**src/rtl/btn_debounce.sv**
```systemverilog
// btn_debounce: two-channel push-button conditioner.
// Each raw button passes through a two-flop synchroniser and a stability
// counter. A new level is accepted only after it has held for DEBOUNCE_CYCLES
// consecutive synchronised cycles. Acceptance produces one-cycle rise/fall pulses.
// Optional long-press detection is compiled in when the macro BTN_HOLD_EN
// is defined. Otherwise btn_hold is tied low.
module btn_debounce #(
    parameter int DEBOUNCE_CYCLES = 1000000,
    parameter int HOLD_CYCLES     = 100000000
) (
    input  logic       clk,
    input  logic       rst,
    input  logic [1:0] btn_raw,
    output logic [1:0] btn_db,
    output logic [1:0] btn_rise,
    output logic [1:0] btn_fall,
    output logic [1:0] btn_hold
);

    localparam int               CNT_W    = $clog2(DEBOUNCE_CYCLES);
    localparam logic [CNT_W-1:0] CNT_LAST = CNT_W'(DEBOUNCE_CYCLES - 1);

    // Both counters need at least one bit and a terminal count above zero
    generate
        if (DEBOUNCE_CYCLES < 2 || HOLD_CYCLES < 2) begin : g_bad_cfg
            $error("btn_debounce: DEBOUNCE_CYCLES and HOLD_CYCLES must be >= 2");
        end
    endgenerate

    logic [1:0]       sync1_q;
    logic [1:0]       sync2_q;
    logic [CNT_W-1:0] cnt_q [2];
    logic [CNT_W-1:0] cnt_d [2];
    logic [1:0]       db_q;
    logic [1:0]       db_d;
    logic [1:0]       rise_q;
    logic [1:0]       rise_d;
    logic [1:0]       fall_q;
    logic [1:0]       fall_d;

    // Bring the asynchronous buttons into the clk domain through two flops
    always_ff @(posedge clk) begin
        if (rst) begin
            sync1_q <= 2'b00;
            sync2_q <= 2'b00;
        end else begin
            sync1_q <= btn_raw;
            sync2_q <= sync1_q;
        end
    end

    // Count how long the synchronised level has disagreed with the accepted
    // level, and accept it (with an edge pulse) once the count reaches its end
    always_comb begin
        cnt_d  = cnt_q;
        db_d   = db_q;
        rise_d = 2'b00;
        fall_d = 2'b00;
        for (int ch = 0; ch < 2; ch++) begin
            if (sync2_q[ch] == db_q[ch]) begin
                cnt_d[ch] = '0;
            end else if (cnt_q[ch] == CNT_LAST) begin
                cnt_d[ch]  = '0;
                db_d[ch]   = sync2_q[ch];
                rise_d[ch] = sync2_q[ch];
                fall_d[ch] = ~sync2_q[ch];
            end else begin
                cnt_d[ch] = cnt_q[ch] + CNT_W'(1);
            end
        end
    end

    // Register the counters, accepted levels and edge pulses
    always_ff @(posedge clk) begin
        if (rst) begin
            for (int ch = 0; ch < 2; ch++) begin
                cnt_q[ch] <= '0;
            end
            db_q   <= 2'b00;
            rise_q <= 2'b00;
            fall_q <= 2'b00;
        end else begin
            cnt_q  <= cnt_d;
            db_q   <= db_d;
            rise_q <= rise_d;
            fall_q <= fall_d;
        end
    end

    assign btn_db   = db_q;
    assign btn_rise = rise_q;
    assign btn_fall = fall_q;

`ifdef BTN_HOLD_EN
    localparam int                HOLD_W    = $clog2(HOLD_CYCLES);
    localparam logic [HOLD_W-1:0] HOLD_LAST = HOLD_W'(HOLD_CYCLES - 1);

    logic [HOLD_W-1:0] hold_cnt_q [2];
    logic [HOLD_W-1:0] hold_cnt_d [2];
    logic [1:0]        hold_done_q;
    logic [1:0]        hold_done_d;
    logic [1:0]        hold_q;
    logic [1:0]        hold_d;

    // Time each debounced press. Fire once at the terminal count, then park
    // there until release so that a long press yields a single pulse
    always_comb begin
        hold_cnt_d  = hold_cnt_q;
        hold_done_d = hold_done_q;
        hold_d      = 2'b00;
        for (int ch = 0; ch < 2; ch++) begin
            if (!db_q[ch]) begin
                hold_cnt_d[ch]  = '0;
                hold_done_d[ch] = 1'b0;
            end else if (hold_cnt_q[ch] == HOLD_LAST) begin
                hold_d[ch]      = ~hold_done_q[ch];
                hold_done_d[ch] = 1'b1;
            end else begin
                hold_cnt_d[ch] = hold_cnt_q[ch] + HOLD_W'(1);
            end
        end
    end

    // Register the hold counters, saturation flags and long-press pulses
    always_ff @(posedge clk) begin
        if (rst) begin
            for (int ch = 0; ch < 2; ch++) begin
                hold_cnt_q[ch] <= '0;
            end
            hold_done_q <= 2'b00;
            hold_q      <= 2'b00;
        end else begin
            hold_cnt_q  <= hold_cnt_d;
            hold_done_q <= hold_done_d;
            hold_q      <= hold_d;
        end
    end

    assign btn_hold = hold_q;
`else
    assign btn_hold = 2'b00;
`endif

endmodule

```
**config.mk**
```make
export PLATFORM = sky130hd
export DESIGN_NAME = btn_debounce
export DESIGN_NICKNAME = d
export VERILOG_FILES = /design/src/rtl/btn_debounce.sv
export SDC_FILE = /design/constraint.sdc
export NUM_CORES = 1
export LEC_CHECK = 0
export ABC_AREA = 1
export CAP_MARGIN = 30
export CELL_PAD_IN_SITES_DETAIL_PLACEMENT = 1
export CELL_PAD_IN_SITES_GLOBAL_PLACEMENT = 1
export CORE_MARGIN = 2
export CORE_UTILIZATION = 35
export CTS_BUF_LIST = sky130_fd_sc_hd__clkbuf_8 sky130_fd_sc_hd__clkbuf_16
export CTS_CLUSTER_DIAMETER = 50
export CTS_CLUSTER_SIZE = 30
export DETAILED_ROUTE_END_ITERATION = 10
export PLACE_DENSITY_LB_ADDON = 0.15
export RECOVER_POWER = 100
export SKIP_LAST_GASP = 1
export SLEW_MARGIN = 20
export SYNTH_ARGS = -nofsm -noshare
export SYNTH_HDL_FRONTEND = slang
export SYNTH_SLANG_ARGS = --single-unit
```
**constraint.sdc**
```tcl
create_clock -name clk -period 2.7 [get_ports clk]
set_clock_uncertainty 0.15 [all_clocks]
set_input_delay 0.405 -clock clk [delete_from_list [all_inputs] [get_ports clk]]
set_output_delay 0.405 -clock clk [all_outputs]
set_load 0.005 [all_outputs]
```
==> reports/results.txt <==
status = finished clean
fin util = 0.401
Most common cell on crit path = nor2_1
top cells by area, synth = dfxtp_1, nor2_1, nand2_1, nand3_1, xor2_1
post-CTS setup repair buffer count = 0
die area = 0.00766 sq mm
overall power = 1.40 mW
post-synthesis compound-gate area fraction = 0.0569
DRT Pass-1 Iters = 4
# nets final = 364
Switch Pwr = 0.283 mW
commonest non-fill, non-tap cell in the layout = nor2_1
fin crit period = 2.00 ns
port bufs = 9
GRT overflow = 0
Synth Area in Simple Gates = 0.389
area grow syn2layout = 10.8%
GR Util All Layers = 0.156
top-area cell type share of the netlist area = 0.410
antenna-violating nets left = 0
Buf/Inv on CP = 1
buffer depth of the longest clock path = 2
Hold Buf Count CTS = 0
count of final max-slew check failures = 0
Distinct cells, synth = 30
die span in y = 87.5 um
drt drc = 0
number of synthesis warnings = 0
Setup TNS = 0 ns
synthesized area = 0.00244 sq mm
top cell type by total area after synthesis = dfxtp_1
initial antenna violation count = 0
H-tree lvl count = 2
period utilization = 0.741
root buf cell = clkbuf_8
io pins = 12
Cell Pwr Density = 518 mW/mm^2
row count = 30
sequential-to-total area share from yosys stat = 0.410
Synth Register Bits = 50
HP Class = reg -> reg
Leak Pwr = 0.806 nW
largest family of logic cells by synthesized area = simple AND/OR/NAND/NOR gates
Crit path max-delay family = simple AND/OR/NAND/NOR gates
crit-path max FO = 17
Clock power frac = 0.456
First DRT Iteration DRCs = 66
diodes inserted = 0
WL final = 5480 um
Slowest-stage cell, CP = dfxtp_1
largest net degree at the start of global routing = 20
CP Launch Type = flop
Via Count = 2,127
Synth Area in Adders = 0.0102
endpoints failing setup = 0
Final GP Congestion = 0.798
Die W = 87.5 um
xor-xnor portion of the synthesized cell area = 0.0681
clk_lat worst skew = 0.31 ns
Initial Util = 0.361
required time of the critical path = 2.75 ns
sequential power share = 0.529
Syn Inst Count = 345
post-synthesis mux area share = 0
unrepaired setup endpoints after global routing = false
CP Class = reg -> reg
clk slew on worst S/H paths = 0.10 ns
Avg WL per Cell = 12.5 um
fillcell total = 878
Fin. Hold Viols = 0
maxcap violations = 0
part of the power in combinational logic = 0.015
Setup crit end kind = flop
global-route wire length before repair = 9500 um
FMAX = 0.500 GHz
share of post-route cells with drive strength above 1 = 0.0724
CP arrival = 2.05 ns
final std cells w/o fill = 439
Sw Ratio = 0.202
Post-DP HPWL = 4200 um
number of global-route vias before repair = 2,095
CTS tree = built
Max rail drop VDD = 199 uV
post-CTS resize count = 0
slowest stage delay, CP = 0.38 ns
Sink Count = 50
CP Cell Sequence = ha_1, clkinv_1, nor2_1, nand3_1, nand2_4, nor2_1
Int Power = 1.12 mW
Avg Vias per Cell = 4.85
syn avg cell area = 7.08 sq um
Core Footprint = 0.00676 sq mm
commonest non-fill, non-tap cells in the layout = nor2_1, nand2_1, dfxtp_1, inv_1, nand3_1
post-placement cell count = 431
number of CTS-inserted buffers = 5
-- power by group through the flow --
stage / Clock [mW] / Sequential [mW] / Combinational [mW]
after floorplan: 0 / 0.759 / 0.0174
after global placement: 0 / 0.759 / 0.0220
after detailed placement: 0 / 0.759 / 0.0226
after CTS: 0.661 / 0.742 / 0.0226
after global routing: 0.681 / 0.743 / 0.0250
final: 0.639 / 0.742 / 0.0215
-- area by class of cell --
cell class | count | area [sq um] | share of cell area
multi-input combinational | 260 | 1260 | 0.465
clock buffer | 5 | 68.8 | 0.0254
timing repair buffer | 9 | 90.1 | 0.0333
inverter | 32 | 120 | 0.0444
tap | 80 | 100 | 0.0370
clock inverter | 3 | 68.8 | 0.0254
sequential | 50 | 1000 | 0.370
-- cells by family (layout without fill, tap and decap cells) --
kind of cell    count (synthesis)  in the layout
simple gates                  212            212
buf+inv                        36             49
compound gates                 25             25
xor+xnor                       19             19
fa+ha+maj                       2              2
flops                          50             50
other cells                     1              2
-- registers in the layout, summed over array words and instances (netlist names) --
register  flops
btn_rise      2
sync2_q       2
btn_db        2
cnt_q        40
btn_fall      2
sync1_q       2
-- metrics by stage --
step	cell area (sq um)	hold slack, ns	setup slack [ns]
6_report	2710	0.264	0.699
5_1_grt	2710	0.284	0.469
4_1_cts	2740	0.272	0.924
3_5_place_dp	2600	0.257	0.732
3_3_place_gp	2600	0.255	0.791
2_1_floorplan	2450	0.238	1.21
-- worst min-delay path, stage by stage, from the launching register on --
cell	delay [ns]
dfxtp_1	0.31
inv_1	0.04
nor2_1	0.03
-- cell usage after synthesis (all sizes together) --
cell / n
xnor2: 6
nand2: 72
o21ai: 5
buf: 4
a21oi: 17
nand4: 6
inv: 32
o21bai: 2
conb: 1
or2: 5
xor2: 13
nor3b: 2
nand3: 29
nand3b: 2
dfxtp: 50
nor2: 94
nor3: 2
a31oi: 1
ha: 2
-- per-layer routing --
layer | up-vias | GRT usage | routed length (um) | share of wire
met3 | 8 | 0.0311 | 97 | 0.018
li1 | 1110 | - | - | -
met5 | - | 0 | 0 | 0
met4 | 0 | 0.0462 | 72 | 0.013
met1 | 996 | 0.200 | 2750 | 0.50
met2 | 13 | 0.267 | 2560 | 0.47
-- worst paths after layout --
check,slack [ns],to,cells after the start,from
worst min register to register,0.26,sync2_q[1]$_SDFF_PP0_,2,sync1_q[1]$_SDFF_PP0_
worst max-delay path,0.70,cnt_q[12]$_SDFF_PP0_,6,cnt_q[0]$_SDFF_PP0_
worst max register to register,0.70,cnt_q[12]$_SDFF_PP0_,6,cnt_q[0]$_SDFF_PP0_
worst min-delay path,0.26,sync2_q[1]$_SDFF_PP0_,2,sync1_q[1]$_SDFF_PP0_
No activity file was read; power rests on OpenSTA's default activity.
